`src/rtl/cat_cmd_pkg.sv`:
```
// Shared command bytes and controller state encoding for the cat command transmitter.
package cat_cmd_pkg;

    localparam logic [7:0] CMD_SHOW_BASE = 8'h41;
    localparam logic [7:0] CMD_HIDE_BASE = 8'h61;
    localparam logic [7:0] CMD_CLEAR     = 8'h60;

    typedef enum logic [2:0] {
        IDLE,
        SCAN,
        LOAD,
        WAIT_TX,
        FINISH
    } state_e;

endpackage

```
`src/rtl/uart_tx_byte.sv`:
```
// 8N1 byte serializer: LSB first, every bit held BIT_TICKS cycles, line idles high.
module uart_tx_byte #(
    parameter int unsigned BIT_TICKS = 16
) (
    input  logic       clk,
    input  logic       reset_n,
    input  logic       start_i,
    input  logic [7:0] data_i,
    output logic       tx_o,
    output logic       byte_done_c
);

    localparam int unsigned TW = (BIT_TICKS > 1) ? $clog2(BIT_TICKS) : 1;

    logic          active_q, active_d;
    logic [8:0]    frame_q, frame_d;
    logic [3:0]    bit_q, bit_d;
    logic [TW-1:0] tick_q, tick_d;
    logic          tx_q, tx_d;
    logic          last_tick_c;

    assign last_tick_c = (tick_q == TW'(BIT_TICKS - 1));
    // Fires in the final cycle of the stop bit so the next byte can follow closely.
    assign byte_done_c = active_q && last_tick_c && (bit_q == 4'd9);
    assign tx_o        = tx_q;

    always_comb begin
        active_d = active_q;
        frame_d  = frame_q;
        bit_d    = bit_q;
        tick_d   = tick_q;
        tx_d     = tx_q;
        if (!active_q) begin
            if (start_i) begin
                active_d = 1'b1;
                frame_d  = {1'b1, data_i};
                bit_d    = 4'd0;
                tick_d   = '0;
                tx_d     = 1'b0;
            end
        end else if (last_tick_c) begin
            tick_d = '0;
            if (bit_q == 4'd9) begin
                active_d = 1'b0;
                tx_d     = 1'b1;
            end else begin
                bit_d   = bit_q + 4'd1;
                tx_d    = frame_q[0];
                frame_d = {1'b1, frame_q[8:1]};
            end
        end else begin
            tick_d = tick_q + TW'(1);
        end
    end

    always_ff @(posedge clk or negedge reset_n) begin
        if (!reset_n) begin
            active_q <= 1'b0;
            frame_q  <= '1;
            bit_q    <= '0;
            tick_q   <= '0;
            tx_q     <= 1'b1;
        end else begin
            active_q <= active_d;
            frame_q  <= frame_d;
            bit_q    <= bit_d;
            tick_q   <= tick_d;
            tx_q     <= tx_d;
        end
    end

endmodule

```
`src/rtl/cat_cmd_tx.sv`:
```
// Walks target vs. shadow bit by bit and sends show/hide/clear commands to the peer.
// Define CAT_CMD_TX_RESYNC_EN to prefix the first send after reset with a clear-all byte.
module cat_cmd_tx
    import cat_cmd_pkg::*;
#(
    parameter int unsigned CLK_FREQ = 103_340_000,
    parameter int unsigned BAUD     = 9600
) (
    input  logic       clk,
    input  logic       reset_n,
    input  logic [7:0] target,
    input  logic       send,
    input  logic       clear_all,
    output logic       tx,
    output logic       busy,
    output logic       done,
    output logic [7:0] shadow
);

    localparam int unsigned BIT_TICKS = CLK_FREQ / BAUD;
`ifdef CAT_CMD_TX_RESYNC_EN
    localparam logic RESYNC_RST = 1'b1;
`else
    localparam logic RESYNC_RST = 1'b0;
`endif

    state_e     state_q, state_d;
    logic [2:0] idx_q, idx_d;
    logic [7:0] tgt_q, tgt_d;
    logic [7:0] shadow_q, shadow_d;
    logic       busy_q, busy_d;
    logic       done_q, done_d;
    logic       armed_q, armed_d;
    logic       clr_q, clr_d;
    logic       diff_q, diff_d;
    logic       resync_q, resync_d;
    logic       start_c;
    logic       byte_done_c;
    logic [7:0] cmd_c;

    assign cmd_c = clr_q ? CMD_CLEAR
                 : (tgt_q[idx_q] ? CMD_SHOW_BASE + 8'(idx_q) : CMD_HIDE_BASE + 8'(idx_q));

    always_comb begin
        state_d  = state_q;
        idx_d    = idx_q;
        tgt_d    = tgt_q;
        shadow_d = shadow_q;
        busy_d   = busy_q;
        done_d   = 1'b0;
        armed_d  = 1'b1;
        clr_d    = clr_q;
        diff_d   = diff_q;
        resync_d = resync_q;
        start_c  = 1'b0;
        case (state_q)
            IDLE: begin
                // armed_q keeps the first cycle after reset release deaf to requests.
                if (armed_q && (send || clear_all)) begin
                    busy_d = 1'b1;
                    idx_d  = 3'd0;
                    diff_d = send;
                    if (send) tgt_d = target;
                    if (clear_all || (send && resync_q)) begin
                        clr_d   = 1'b1;
                        state_d = LOAD;
                    end else begin
                        state_d = SCAN;
                    end
                end
            end
            SCAN: begin
                if (tgt_q[idx_q] != shadow_q[idx_q]) state_d = LOAD;
                else if (idx_q == 3'd7)             state_d = FINISH;
                else                                 idx_d   = idx_q + 3'd1;
            end
            LOAD: begin
                start_c = 1'b1;
                state_d = WAIT_TX;
            end
            WAIT_TX: begin
                if (byte_done_c) begin
                    if (clr_q) begin
                        shadow_d = 8'h00;
                        clr_d    = 1'b0;
                        resync_d = 1'b0;
                        idx_d    = 3'd0;
                        state_d  = diff_q ? SCAN : FINISH;
                    end else begin
                        shadow_d[idx_q] = tgt_q[idx_q];
                        if (idx_q == 3'd7) begin
                            state_d = FINISH;
                        end else begin
                            idx_d   = idx_q + 3'd1;
                            state_d = SCAN;
                        end
                    end
                end
            end
            FINISH: begin
                done_d  = 1'b1;
                busy_d  = 1'b0;
                state_d = IDLE;
            end
            default: state_d = IDLE;
        endcase
    end

    always_ff @(posedge clk or negedge reset_n) begin
        if (!reset_n) begin
            state_q  <= IDLE;
            idx_q    <= '0;
            tgt_q    <= '0;
            shadow_q <= '0;
            busy_q   <= 1'b0;
            done_q   <= 1'b0;
            armed_q  <= 1'b0;
            clr_q    <= 1'b0;
            diff_q   <= 1'b0;
            resync_q <= RESYNC_RST;
        end else begin
            state_q  <= state_d;
            idx_q    <= idx_d;
            tgt_q    <= tgt_d;
            shadow_q <= shadow_d;
            busy_q   <= busy_d;
            done_q   <= done_d;
            armed_q  <= armed_d;
            clr_q    <= clr_d;
            diff_q   <= diff_d;
            resync_q <= resync_d;
        end
    end

    uart_tx_byte #(
        .BIT_TICKS(BIT_TICKS)
    ) u_uart (
        .clk        (clk),
        .reset_n    (reset_n),
        .start_i    (start_c),
        .data_i     (cmd_c),
        .tx_o       (tx),
        .byte_done_c(byte_done_c)
    );

    assign busy   = busy_q;
    assign done   = done_q;
    assign shadow = shadow_q;

endmodule

```
`config.mk`:
```
export PLATFORM = sky130hd
export DESIGN_NAME = cat_cmd_tx
export DESIGN_NICKNAME = d
export VERILOG_FILES = /design/src/rtl/cat_cmd_pkg.sv /design/src/rtl/uart_tx_byte.sv /design/src/rtl/cat_cmd_tx.sv
export SDC_FILE = /design/constraint.sdc
export NUM_CORES = 1
export LEC_CHECK = 0
export ABC_AREA = 0
export BUFFER_PORTS_ARGS = -buffer_cell sky130_fd_sc_hd__buf_2
export CORE_MARGIN = 4
export CORE_UTILIZATION = 26
export DETAILED_ROUTE_END_ITERATION = 10
export MAX_ROUTING_LAYER = met4
export PLACE_DENSITY = 0.41
export SLEW_MARGIN = 20
export SYNTH_ARGS = -nofsm -noshare
export SYNTH_HDL_FRONTEND = slang
export SYNTH_SLANG_ARGS = --single-unit
```
`constraint.sdc`:
```
create_clock -name clk -period 4.4 [get_ports clk]
set_input_delay 0.44 -clock clk [delete_from_list [all_inputs] [get_ports clk]]
set_output_delay 0.44 -clock clk [all_outputs]
set_load 0.01 [all_outputs]
```
-- Word level (Yosys, flattened, before mapping)
Index checks and enable logic that the tools add are counted.
- flip-flop bits (word level): 56
- input port bits: 12
- output and inout bits: 11
- logic and storage cells: 107
- $add $sub $neg: 5
- magnitude comparators: 2
- equal/unequal tests: 15
- muxes and demuxes: 52
- reductions and logical operators: 19
- operators with widths (kind ; number):
    $mux W14 ; 3
    $mux W3 ; 12
    $mux W9 ; 4
    $mux W8 ; 3
    $mux W1 ; 17
    $add A7 B3 Y8 const A ; 2
    $mux W4 ; 4
    $add A14 B1 Y14 const B ; 1
    $eq A14 B14 Y1 const B ; 1
    $ne A2 B2 Y1 const B ; 6
    $pmux W3 S4 ; 1
    $pmux W3 S3 ; 1
    $reduce_and A3 Y1 ; 3
    $bwmux W8 ; 1
    $reduce_and A2 Y1 ; 4
    $reduce_and A4 Y1 ; 2
    $bmux W1 S3 ; 2
    $eq A3 B2 Y1 const B ; 2
    $eq A3 B3 Y1 const B ; 2
    $reduce_bool A2 Y1 ; 3
    $add A4 B1 Y4 const B ; 1
    $eq A4 B4 Y1 const B ; 1
    $logic_and A1 B1 Y1 ; 4
    $lt A3 B4 Y1 const B ; 1
    11 further kinds ; 12

-- Logic depth before layout (Yosys ltp)
- depth after elaboration: 6
- gate-level depth with buffers: 10
- gate-level depth less buffers: 8

-- Modules after synthesis
From an unflattened synthesis, not the netlist that was laid out.
- cell total of the unflattened synthesis: 315
- area total of the unflattened synthesis: 3180.6 um^2
- by module, submodules not included (module ; instances ; cells each ; area each (um^2) ; seq. area each (um^2)):
    uart_tx_byte ; 1 ; 158 ; 1596.5 ; 711.9
    cat_cmd_tx ; 1 ; 157 ; 1584.0 ; 675.6

-- Least setup slack after synthesis
OpenSTA, ideal clock, no wires.
- kind: reg2reg
- from: reg u_uart.tick_q[0]
- to: reg u_uart.bit_q[0]
- setup time: 0.131 ns
- data arrival time: 1.884 ns
- required time: 4.269 ns
- slack: 2.386 ns
- cell stages (with the launch flop): 11
- path buffers: 3
- clock period less this slack: 2.014 ns
- cell sequence: dfrtp_1 -> ha_1 -> nor4bb_1 -> and4_1 -> buf_4 -> nor2b_1 -> or3_1 -> buf_2 -> buf_6 -> nand2_1 -> o21ai_0
- word-level cells in the longest chain between the ends: 3
- ends and longest elaborated chain (element ; line ; RTL):
    start: declaration ; uart_tx_byte.sv:18 ; logic [TW-1:0] tick_q, tick_d;
    start signal: assignment ; uart_tx_byte.sv:67 ; tick_q <= tick_d;
    $eq A14 B14 Y1 ; uart_tx_byte.sv:22 ; assign last_tick_c = (tick_q == TW'(BIT_TICKS - 1));
    $ne A2 B2 Y1 (no source line) ; -- ;
    $reduce_and A3 Y1 (no source line) ; -- ;
    end signal: assignment ; uart_tx_byte.sv:66 ; bit_q <= bit_d;
    end: declaration ; uart_tx_byte.sv:17 ; logic [3:0] bit_q, bit_d;
No other way between the ends.
A chain may end at the register's enable or synchronous reset.

-- Final worst setup path
- from: reg u_uart.tick_q[0]
- to: reg shadow_q[1] (netlist: shadow[1])
- word-level cells in the longest chain between the ends: 4
- ends and longest elaborated chain (element ; line ; RTL):
    $eq A14 B14 Y1 ; uart_tx_byte.sv:22 ;
    $logic_and A1 B1 Y1 (2 in series) ; uart_tx_byte.sv:24 ; assign byte_done_c = active_q && last_tick_c && (bit_q == 4'd9);
    $reduce_and A2 Y1 (no source line) ; -- ;
    end signal: assignment ; cat_cmd_tx.sv:125 ; shadow_q <= shadow_d;
    end: declaration ; cat_cmd_tx.sv:30 ; logic [7:0] shadow_q, shadow_d;
No other way between the ends.

==> impl_metrics.ini <==
[outcome]
status = completed

[floorplan]
rows = 38
design.core.area_um2 = 10940
die_x_um = 114.0
start_util_pct = 26.73
die-area_um2 = 13000
num_io_pins = 23
fp.dieH_um = 114.0

[clock_tree]
htree_levels = 2
root_buffer = clkbuf_16
cts_tree = built
cts.hold.buffers_added = 0
cts_buffer_depth = 2
clkTransAtPathRegs_ns = 0.07
cts_sinks = 55
cts_buffers = 5
ctsResizeCount = 0
clock_latency_ns = 0.29
cts_setup_buffers = 0

[global_route]
grtUsageMet2_pct = 17.88
gr-total-overflow = 0
grt.busiest_layer = met2
grt_pass1_wl_mm = 11.70
antenna_found_initial = 0
grt_max_degree = 56
grt_use_met1_pct = 14.87
grtUsageMet3_pct = 2.069
grt_pass1_vias = 2294
grt.total_usage_pct = 11.25

[critical_path]
cp-end-kind = flop
regToRegEndpoint = shadow[1]
ff2ff_setup_slack_ns = 1.73
startpoint = u_uart.tick_q[0]
worstSetupStartpointType = flop
required_ns = 4.62
crit_end = shadow[1]
r2r-start = u_uart.tick_q[0]
crit_chain = ha_1 -> nor4bb_1 -> and4_1 -> nand4_1 -> nor2_1 -> mux2i_1 -> o21ai_0
worstPathArrival_ns = 2.88
critPathKind = flop to flop
slowest_delay_ns = 0.57
reg2regPathDepth = 7
slowest_stage = nand4_1
crit_path_max_fanout = 15

[cells_and_area]
nets = 346
diodes = 0
syn_to_final_growth_pct = 13.10
drive_above_1_share_pct = 16.41
fin_util_pct = 30.23
fill_cells = 1157

[drt]
num_vias = 2225
drtAntennaViolNets = 0
drt-initial-drc-count = 99
viasPerCell = 4.744
drc = 0
first_pass_iters = 4
wirelength_mm = 6.669
wire_per_inst_um = 14.22

[yosys]
ys.flop_type = dfrtp_1
synth.distinct_cells = 50
yosysTopAreaCell = dfrtp_1
yosysMostFrequentCell = dfrtp_1
syn_inst = 313
ys_top_cells_by_area = dfrtp_1 (39%), dfstp_2 (8.1%), o21ai_0 (6.3%)
synth_edf_count = 0
ys_async_sr_fraction_pct = 100.0
synth_top_area_share_pct = 39.38
synthesis.area_um2 = 2923
ys_seq_area_share_pct = 47.47
synth_fp_nets = 331
synth_common_cells = dfrtp_1 (46), nand2_1 (42), o21ai_0 (37)
synth-seq-cells = 55
yosys_warnings = 0
synth_area_per_cell_um2 = 9.338

[timing]
tns_ns = 0
timing.final.max_slew_violations = 0
setup_viol = 0
worst-slew-pin-transition_ns = 0.7938
rsz0062_at_grt = false
skew_ns = 0.008064
hold_violations = 0
min_period_ns = 2.667
clock.fmax_ghz = 0.3750
maxSlewHeadroom_pct = 46.76
final.period_utilization_pct = 60.61

[job]
maxCapViolations = 0

[pwr]
p_clk_share_pct = 26.0
combPwrFrac_pct = 28.8
p_total_mw = 1.644
ir_worst_vdd_mv = 0.1890
sw_frac_of_total_pct = 34.18
switchingPower_mw = 0.5619
power.internal_mw = 1.082
sequentialPowerShare_pct = 45.2
p_leak_nw = 1.390
power.density_nw_per_um2 = 497.3

[placed_design]
io_buffer_count = 22
dp_hpwl_mm = 4.532
place_congestion = 0.7370

[min_path]
hold_path.class = primary input to async pin
-- worst max-delay path, delay by kind of cell (launching register included) --
kind            cells  cell delay (ns)
simple gates        4             1.68
mux                 1             0.12
compound gates      1             0.15
fa+ha+maj           1             0.23
flops               1             0.41
-- state kept, by name, indices dropped and copies added (netlist names) --
name             count
u_uart.tick_q       14
u_uart.tx_o          1
idx_q                3
shadow               8
state_q              3
diff_q               1
u_uart.bit_q         4
u_uart.active_q      1
armed_q              1
u_uart.frame_q       8
clr_q                1
done                 1
tgt_q                8
busy                 1
-- metal layers --
layer	part of all wire, %	up-vias	wire length, um
li1	-	1138	-
met1	50	1061	3352
met2	46	19	3100
met3	2.1	7	141
met4	1.1	0	76
met5	0	-	0
-- cell families after synthesis --
| kind of cell | after synthesis | synth area share [%] |
|---|---|---|
| adder cells (fa/ha/maj) | 6 | 2.568 |
| buffers and inverters | 24 | 3.681 |
| flip-flops | 55 | 47.47 |
| other | 1 | 0.1283 |
| AND/OR/NAND/NOR | 127 | 22.39 |
| multiplexers | 17 | 7.149 |
| AO/OA/AOI/OAI | 80 | 15.71 |
| XOR/XNOR | 3 | 0.8991 |
-- cell type report --
cell class	instances	area [um^2]	share of cell area [%]
repair buffers	24	125.1	3.785
flip-flops and latches	55	1388	41.98
clock inverters	1	7.507	0.2271
well taps	140	175.2	5.299
multi-input cells	234	1428	43.19
inverters	8	30.03	0.9084
clock buffers	7	152.6	4.618
-- placed cells by master (no fill, tap or decap), types with 3 or more instances in the layout --
cell type   n
nand2_1    42
dfstp_2     9
mux2_2      8
nand3_1    11
o31ai_1     4
mux2i_1     7
o21ai_0    37
and3_1      6
buf_2      22
inv_1       8
ha_1        6
nor2_1     20
nor2b_1     8
o21ai_1     5
nand4_1     4
nor3_1      9
and2_1      3
o211ai_1    3
clkbuf_16   5
nand3b_1    4
a21oi_1    17
nand2b_1    6
dfrtp_1    46
xor2_1      3
-- per-stage QoR --
stage               setup WS, ns  area [um^2]  instances  hold slack [ns]
global route               1.392         3306        469           0.3663
finish                     1.733         3306        469           0.2759
global placement           1.894         3146        461           0.4544
CTS                        1.693         3306        469           0.3217
detailed placement         1.722         3146        461           0.4512
floorplan                  2.386         2923        313           0.1444
-- power by group through the flow --
stage / combinational, mW / sequential, mW / clock, mW
6_report: 0.474 / 0.743 / 0.427
5_1_grt: 0.538 / 0.768 / 0.467
4_1_cts: 0.484 / 0.744 / 0.451
3_5_place_dp: 0.481 / 0.754 / 0
3_3_place_gp: 0.481 / 0.752 / 0
2_1_floorplan: 0.409 / 0.692 / 0
-- worst min path at each step --
stage,from,slack (ns),endpoint,depth (start not counted)
after floorplan,reset_n,0.14,armed_q,0
after global placement,u_uart.frame_q[7],0.45,u_uart.frame_q[7],2
after detailed placement,u_uart.frame_q[7],0.45,u_uart.frame_q[7],2
after CTS,reset_n,0.32,u_uart.tick_q[6],2
after global routing,reset_n,0.37,u_uart.tick_q[7],2
final,reset_n,0.28,u_uart.tick_q[7],2
(Power assumes the default switching activity.)
